**config.mk**
```make
export PLATFORM = sky130hd
export DESIGN_NAME = hazard_scoreboard_n
export DESIGN_NICKNAME = d
export VERILOG_FILES = /design/src/rtl/hazard_scoreboard_n_pkg.sv /design/src/rtl/hazard_scoreboard_n_fwd_select_n.sv /design/src/rtl/hazard_scoreboard_n.sv
export SDC_FILE = /design/constraint.sdc
export NUM_CORES = 1
export LEC_CHECK = 0
export BUFFER_PORTS_ARGS = -buffer_cell sky130_fd_sc_hd__buf_2
export CAP_MARGIN = 20
export CORE_UTILIZATION = 50
export CTS_CLUSTER_DIAMETER = 40
export CTS_CLUSTER_SIZE = 10
export DETAILED_ROUTE_END_ITERATION = 16
export GPL_ROUTABILITY_DRIVEN = 1
export PLACE_DENSITY = 0.74
export SKIP_CTS_REPAIR_TIMING = 1
export SLEW_MARGIN = 40
export SYNTH_ARGS = -nofsm -noshare
export SYNTH_HDL_FRONTEND = slang
export SYNTH_SLANG_ARGS = --single-unit
```
**constraint.sdc**
```tcl
create_clock -name clk -period 7.3 [get_ports clk]
set_clock_uncertainty 0.15 [all_clocks]
set_input_delay 0.365 -clock clk [delete_from_list [all_inputs] [get_ports clk]]
set_output_delay 0.365 -clock clk [all_outputs]
set_load 0.1 [all_outputs]
```
**src/rtl/hazard_scoreboard_n_pkg.sv**
```systemverilog
// hazard_scoreboard_n_pkg: shared types for the N-lane hazard/forwarding unit
package hazard_scoreboard_n_pkg;
  typedef enum logic [1:0] {NONE_f, INTRA_f, EX_MEM_f, MEM_WB_f} fwd_src_e;
  typedef struct packed {
    logic       valid;
    logic [4:0] rd;
    logic       wb;
  } shadow_t;
  function automatic logic hits(shadow_t e, logic [4:0] s);
    return e.valid && e.wb && e.rd == s;
  endfunction
endpackage

```
**src/rtl/hazard_scoreboard_n_fwd_select_n.sv**
```systemverilog
// fwd_select_n: priority forwarding source for one operand of one lane
module fwd_select_n
  import hazard_scoreboard_n_pkg::*;
#(
  parameter int W = 2,
  parameter int LANE = 0,
  localparam int FS = 2 + $clog2(W)
) (
  input  logic [4:0]      src,
  input  logic [W*5-1:0]  id_rd,
  input  logic [W-1:0]    id_wb,
  input  shadow_t [W-1:0] idex,
  input  shadow_t [W-1:0] exmem,
  output logic [FS-1:0]   sel
);
  fwd_src_e kind;
  int lane;
  // Lowest priority first so later matches (younger producers) overwrite
  always_comb begin
    kind = NONE_f;
    lane = 0;
    for (int i = 0; i < W; i++) if (hits(exmem[i], src)) begin kind = MEM_WB_f; lane = i; end
    for (int i = 0; i < W; i++) if (hits(idex[i], src)) begin kind = EX_MEM_f; lane = i; end
    for (int i = 0; i < W; i++)
      if (i < LANE && id_wb[i] && id_rd[i*5 +: 5] == src) begin kind = INTRA_f; lane = i; end
    if (src == '0) begin kind = NONE_f; lane = 0; end
    sel = (FS'(kind) << (FS - 2)) | FS'(lane);
  end
endmodule

```
**src/rtl/hazard_scoreboard_n.sv**
```systemverilog
// hazard_scoreboard_n: N-lane in-order issue hazard unit with load scoreboard and registered forwarding selects
module hazard_scoreboard_n
  import hazard_scoreboard_n_pkg::*;
#(
  parameter int ISSUE_W  = 2,
  parameter int NUM_REGS = 32,
  parameter int LOAD_LAT = 1,
  localparam int W  = ISSUE_W,
  localparam int FS = 2 + $clog2(ISSUE_W),
  localparam int CW = $clog2(LOAD_LAT + 1)
) (
  input  logic            clk,
  input  logic            rst_n,
  input  logic [W-1:0]    id_valid,
  input  logic [W*5-1:0]  id_rs1,
  input  logic [W*5-1:0]  id_rs2,
  input  logic [W-1:0]    id_use_rs1,
  input  logic [W-1:0]    id_use_rs2,
  input  logic [W*5-1:0]  id_rd,
  input  logic [W-1:0]    id_wb,
  input  logic [W-1:0]    id_load,
  input  logic            adv,
  input  logic            flush,
  output logic [W-1:0]    issue_mask,
  output logic [W-1:0]    ex_valid,
  output logic [W*FS-1:0] ex_fwd_a,
  output logic [W*FS-1:0] ex_fwd_b
);
  logic [CW-1:0]        cnt [NUM_REGS];
  logic [NUM_REGS-1:0]  young;
  // No MEMWB shadow: its writes reach the write-through regfile and are never forwarded
  shadow_t [W-1:0]      idex, exmem;
  logic [W-1:0]         haz;
  logic [W-1:0][FS-1:0] sel_a, sel_b;
  logic                 go;
  always_comb begin
    haz = '0;
    for (int j = 0; j < W; j++) begin
      haz[j] = !id_valid[j]
        || (id_use_rs1[j] && id_rs1[j*5 +: 5] != '0 && cnt[id_rs1[j*5 +: 5]] != '0)
        || (id_use_rs2[j] && id_rs2[j*5 +: 5] != '0 && cnt[id_rs2[j*5 +: 5]] != '0);
      for (int i = 0; i < j; i++)
        haz[j] = haz[j] || (id_load[i] && id_rd[i*5 +: 5] != '0
          && ((id_use_rs1[j] && id_rd[i*5 +: 5] == id_rs1[j*5 +: 5])
           || (id_use_rs2[j] && id_rd[i*5 +: 5] == id_rs2[j*5 +: 5])));
    end
  end
  always_comb begin
    issue_mask = '0;
    go = adv && !flush;
    for (int j = 0; j < W; j++) begin
      go = go && !haz[j];
      issue_mask[j] = go;
    end
  end
  for (genvar j = 0; j < W; j++) begin : g_lane
    fwd_select_n #(.W(W), .LANE(j)) u_a (
      .src(id_rs1[j*5 +: 5]), .id_rd(id_rd), .id_wb(id_wb), .idex(idex), .exmem(exmem), .sel(sel_a[j])
    );
    fwd_select_n #(.W(W), .LANE(j)) u_b (
      .src(id_rs2[j*5 +: 5]), .id_rd(id_rd), .id_wb(id_wb), .idex(idex), .exmem(exmem), .sel(sel_b[j])
    );
  end
  // Issue writes come last so they override the decrement and the youngest lane wins WAW
  always_ff @(posedge clk or negedge rst_n) begin
    if (!rst_n) begin
      for (int r = 0; r < NUM_REGS; r++) cnt[r] <= '0;
      young <= '0;
    end else begin
      for (int r = 0; r < NUM_REGS; r++)
        if (flush && young[r]) cnt[r] <= '0;
        else if (adv && cnt[r] != '0) cnt[r] <= cnt[r] - 1'b1;
      if (flush || adv) young <= '0;
      for (int j = 0; j < W; j++)
        if (issue_mask[j] && (id_wb[j] || id_load[j]) && id_rd[j*5 +: 5] != '0) begin
          cnt[id_rd[j*5 +: 5]]   <= id_load[j] ? CW'(LOAD_LAT) : '0;
          young[id_rd[j*5 +: 5]] <= id_load[j];
        end
    end
  end
  always_ff @(posedge clk or negedge rst_n) begin
    if (!rst_n) begin
      idex     <= '0;
      exmem    <= '0;
      ex_valid <= '0;
      ex_fwd_a <= '0;
      ex_fwd_b <= '0;
    end else begin
      if (adv) exmem <= idex;
      if (flush) begin
        idex     <= '0;
        ex_valid <= '0;
        ex_fwd_a <= '0;
        ex_fwd_b <= '0;
      end else if (adv) begin
        ex_valid <= issue_mask;
        for (int j = 0; j < W; j++) begin
          idex[j]              <= '{valid: issue_mask[j], rd: id_rd[j*5 +: 5], wb: id_wb[j]};
          ex_fwd_a[j*FS +: FS] <= issue_mask[j] ? sel_a[j] : '0;
          ex_fwd_b[j*FS +: FS] <= issue_mask[j] ? sel_b[j] : '0;
        end
      end
    end
  end
endmodule

```
======== Yosys cells after proc, flatten, opt, wreduce, memory -nomap -nowiden ========
Index checks and enable logic that the tools add are counted.
Widths: inputs -> output; s select.
cells by class
  bitwise operators ....................... 10
  equal/unequal tests ..................... 18
  order comparisons ....................... 12
  add/sub/neg operators ................... 32
  muxes and demuxes ....................... 147
  reduce and logical (&&, ||, !) cells .... 134
operators with widths
  operator             count
  $mux 32              5
  $bwmux 32            4
  $logic_and 1x1->1    109
  $mux 1               96
  $eq 5x5->1           18
  $mux 2               24
  $ge 6x6->1 const B   6
  $not 5->6            6
  $sub 1x1->1 const B  32
  $reduce_bool 5->1    6
  $mux 14              2
  $mux 6               4
  $bmux 1 s5           4
  $demux 1 s5          4
  $logic_not 5->1      4
  $lt 5x6->1 const B   2
  $lt 6x1->1 const B   2
  $mux 3               4
  $or 3x1->3           4
  $ge 5x1->1 const B   2
  $logic_or 1x1->1     9
  $logic_not 1->1      5
  $reduce_bool 2->1    1
word-level totals
  register bits after elaboration ......... 106
  logic and storage cells ................. 401

======== Logic depth before layout (Yosys ltp) ========
  word-level depth ........................ 14
  gate-level depth with buffers ........... 12
  depth with buffers taken out ............ 8

======== Cells and area by module ========
Synthesis repeated with hierarchy kept, for this count alone.
unflattened totals
  cells, all modules ...................... 872
  area, all modules ....................... 8240.4 um2
by module, submodules not included
  module                            cells an instance  sequential area each (um2)  area each (um2)  times used
  hazard_scoreboard_n               688                2602.5                      6839.1           1
  fwd_select_n (g_lane[1].u_a ...)  51                 0.0                         387.9            2
  fwd_select_n (g_lane[0].u_a ...)  41                 0.0                         312.8            2

======== Least setup slack after synthesis ========
Ideal clock, no wire load.
  path kind ............................... input to register
  start point ............................. input id_rs2[0]
  end point ............................... register cnt[16] (netlist name)
  stages on the path ...................... 11
  data arrival time ....................... 3076 ps
  buffers on the path ..................... 3
  library setup time ...................... 125 ps
  slack ................................... 3950 ps
  data required time ...................... 7025 ps
  cell sequence ........................... buf_2 -> buf_2 -> mux2i_1 -> o22ai_1 -> a2111o_1 -> a41oi_4 -> nand2_2 -> inv_2 -> buf_2 -> nand3_1 -> mux2_2
between the ends
  cells in the longest elaborated chain, start to end .. 13
  elaborated cells between the ends (all ways) .. 18
  classes of those cells .................. mux (6); bitwise (1); reduce/logical (11)
RTL lines
  what                                        RTL line                   text
  start: declaration                          hazard_scoreboard_n.sv:16  input logic [W*5-1:0] id_rs2,
  $not 5->6 (implied by the code)             hazard_scoreboard_n.sv:41  || (id_use_rs2[j] && id_rs2[j*5 +: 5] != '0 && cnt[id_rs2[j*5 +: 5]] != '0);
  $bmux 1 s5                                  hazard_scoreboard_n.sv:41
  $mux 1 (implied by the code) (2 in series)  hazard_scoreboard_n.sv:41
  $logic_and 1x1->1 *                         hazard_scoreboard_n.sv:41
  $logic_or 1x1->1 *                          hazard_scoreboard_n.sv:41
  $logic_not 1->1 *                           hazard_scoreboard_n.sv:52  go = go && !haz[j];
  $logic_and 1x1->1 *                         hazard_scoreboard_n.sv:52
  net issue_mask[0]                           hazard_scoreboard_n.sv:24  output logic [W-1:0] issue_mask,
  $logic_and 1x1->1 (2 in series)             hazard_scoreboard_n.sv:75  if (issue_mask[j] && (id_wb[j] || id_load[j]) && id_rd[j*5 +: 5] != '0) begin
  $mux 32                                     hazard_scoreboard_n.sv:75
  $bwmux 32                                   hazard_scoreboard_n.sv:76  cnt[id_rd[j*5 +: 5]] <= id_load[j] ? CW'(LOAD_LAT) : '0;
  $mux 32 *                                   hazard_scoreboard_n.sv:75
  end signal: indexed assignment              hazard_scoreboard_n.sv:76
  end: declaration                            hazard_scoreboard_n.sv:29  logic [CW-1:0] cnt [NUM_REGS];
The timed path passes the listed nets; every way through them passes the cells marked *. The select of a mux whose other input is x is not followed.
A chain may end at the register's enable or synchronous reset.

======== Worst setup path in the final report ========
  start point ............................. input id_rs2[0]
  end point ............................... output issue_mask[1]
between the ends
  cells in the longest elaborated chain, start to end .. 9
  elaborated cells between the ends (all ways) .. 11
  classes of those cells .................. mux (3); bitwise (1); reduce/logical (7)
RTL lines
  what                                        RTL line
  $not 5->6 (implied by the code)             hazard_scoreboard_n.sv:41
  $bmux 1 s5                                  hazard_scoreboard_n.sv:41
  $mux 1 (implied by the code) (2 in series)  hazard_scoreboard_n.sv:41
  $logic_and 1x1->1 *                         hazard_scoreboard_n.sv:41
  $logic_or 1x1->1 *                          hazard_scoreboard_n.sv:41
  $logic_not 1->1 *                           hazard_scoreboard_n.sv:52
  $logic_and 1x1->1 * (2 in series)           hazard_scoreboard_n.sv:52
  end: declaration                            hazard_scoreboard_n.sv:24
Every way passes the cells marked *; elsewhere a longest branch is shown, timed or not. The select of a mux whose other input is x is not followed.

==> flow_summary.toml <==
[critical_path]
arrival_ps = 4110
r2r_cells = 7
startpoint_type = "primary input"
cp-end-kind = "output port"
cp.required_ps = 6780
crit_type = "primary input to output port"
cp-startpoint = "id_rs2[0]"
cp_max_fo = 39
r2r_start = "cnt[20]"

[synth]
ys.flop_type = "dfrtp_1"
synthCells = 865
syn-cell-area_sq_um = 7920
avgSynthCellArea_sq_um = 9.16
synth_warnings = 0
synth_edf_count = 0
ys_types = 60
syn-num-nets = 909
ys_async_sr_fraction = 1.00
ys_seq_area_frac = 0.328
ys_ff_latch = 104

[final_layout]
drive_gt1_frac = 0.225
antenna_cells = 0
multiInputGateArea_sq_um = 4890
area_growth_pct = 6.90
fillerInstances = 1444
nets = 897
mostFrequentLayoutCells = "nand2_1, dfrtp_1, mux2_2"
final_common_cell = "nand2_1"
regArea_sq_um = 2600

[clock_network]
clock-sinks = 104
clk_pin_slew_ps = 70
cts_root_buf = "clkbuf_16"
cts_tree = "yes"
cts_max_level = 3
cts_made_buffers = 9
insertion_delay_ps = 370
cts_buffer_depth = 2

[min_path]
holdCritStartpoint = "id_wb[1]"
hold_depth = 3
hp-class = "primary input to flip-flop"

[global_routing]
busiest_layer = "met2"
met1_usage = 0.395
overflow = 0
grt_use_total = 0.299
use_met2 = 0.480
antenna_found_initial = 0
grtUsageMet3 = 0.0597
grt_max_degree = 67
grt_first_pass_wirelength_mm = 37.0
grt_pass1_vias = 6557

[placement]
port_buffers = 59
hpwl_mm = 16.2
gp_congestion = 0.953

[sta]
max-slew-margin-rel = 0.484
slew_violations = 0
rsz0062_at_grt = "no"
finalHoldViolations = 0
fin_crit_sh = 0.633
worst_pin_slew_ps = 774
setup_violations = 0
fmaxAchievable_mhz = 216
finalSetupTns_ps = 0
fin_crit_ps = 4620

[drt]
wl_per_cell_microns = 21.6
first_pass_iters = 5
vias = 6753
drtIter0Drc = 754
viasPerCell = 6.32
wirelength_mm = 23.1
drc_errors = 0
ant_nets = 0

[power_and_ir_drop]
cellPowerDensity_nw_per_um2 = 157
power.leakage_nw = 3.82
max-vdd-ir-drop_v = 0.000136
p_total_mw = 1.33

[floorplanning]
design.core.area_sq_um = 15300
start_util = 0.517
die_y_microns = 128
ioPinCount = 60
die_w_microns = 128
row_count = 45
die-area_sq_um = 16400

[status]
outcome = "finished clean"

[flow_run]
drv_cap = 0
==> flip-flops by register name (all words and copies together) (netlist names) <==
name / cells
exmem: 14
young: 32
ex_valid: 2
ex_fwd_b: 6
cnt: 32
idex: 12
ex_fwd_a: 6
==> final cells by class <==
class / instances / share of cell area
multi-input cells: 657 / 0.577
flip-flops and latches: 104 / 0.307
repair buffers: 68 / 0.0442
clock buffers: 13 / 0.0319
well taps: 211 / 0.0312
inverters: 13 / 0.00576
clock inverters: 3 / 0.00266
==> metrics by stage <==
stage / utilization / std cells / cell area, sq um / hold slack, ps / setup slack (ps)
detailed placement: 0.533 / 1051 / 8160 / 223 / 2700
global route: 0.553 / 1069 / 8470 / 198 / 2430
floorplan: - / 865 / 7920 / -80.6 / 3950
finish: 0.553 / 1069 / 8470 / 153 / 2680
global placement: 0.532 / 1051 / 8150 / 219 / 2800
CTS: 0.552 / 1067 / 8450 / -160 / 2710
==> synth_stat cells, drive strengths merged (4+ instances only) <==
cell type,number,area (sq um)
and2,4,25.0
nor2,57,214
nor4,5,31.3
nand4,49,307
inv,13,48.8
nor3,23,115
o22ai,5,31.3
o21ai,8,40.0
dfrtp,104,2600
mux4,25,563
o41ai,4,35.0
clkbuf,49,186
a32o,5,50.1
nand2b,9,56.3
mux2i,32,320
nor2b,9,56.3
xor2,25,219
a22o,5,43.8
nand3b,35,263
mux2,76,856
nand2,133,502
or3,6,37.5
nand3,35,175
xnor2,63,552
buf,42,205
==> logic make-up after synthesis <==
family	share of synthesized area
flops	0.328
mux	0.219
xor+xnor	0.0973
simple gates	0.234
buf+inv	0.0556
compound gates	0.0652
==> power breakdown <==
part / leakage [nW] / switching, mW / internal [mW]
logic: 2.24 / 0.144 / 0.0813
clock network: 0.146 / 0.229 / 0.261
registers: 1.43 / 0.0239 / 0.587
total: 3.82 / 0.397 / 0.930
==> routing by layer <==
metal / routed length (microns) / up-vias
met4: 869 / 0
met2: 10700 / 365
met1: 9390 / 3272
li1: - / 3040
met3: 2150 / 76
met5: 0 / -
==> path summary, 6_finish.rpt <==
kind	slack [ps]	end
max	2680	issue_mask[1]
min	150	idex[7]
max reg2reg	3500	cnt[30]
min reg2reg	290	cnt[31]
max in group asynchronous	5650	young[26]
min in group asynchronous	360	exmem[13]
==> critical path, cell delays in order <==
cell	delay, ps
buf_2	400
mux4_2	560
a2111o_1	460
a41oi_4	650
nand2_2	250
inv_2	600
and2_1	320
buf_2	460
No activity file was read; power rests on OpenSTA's default activity.
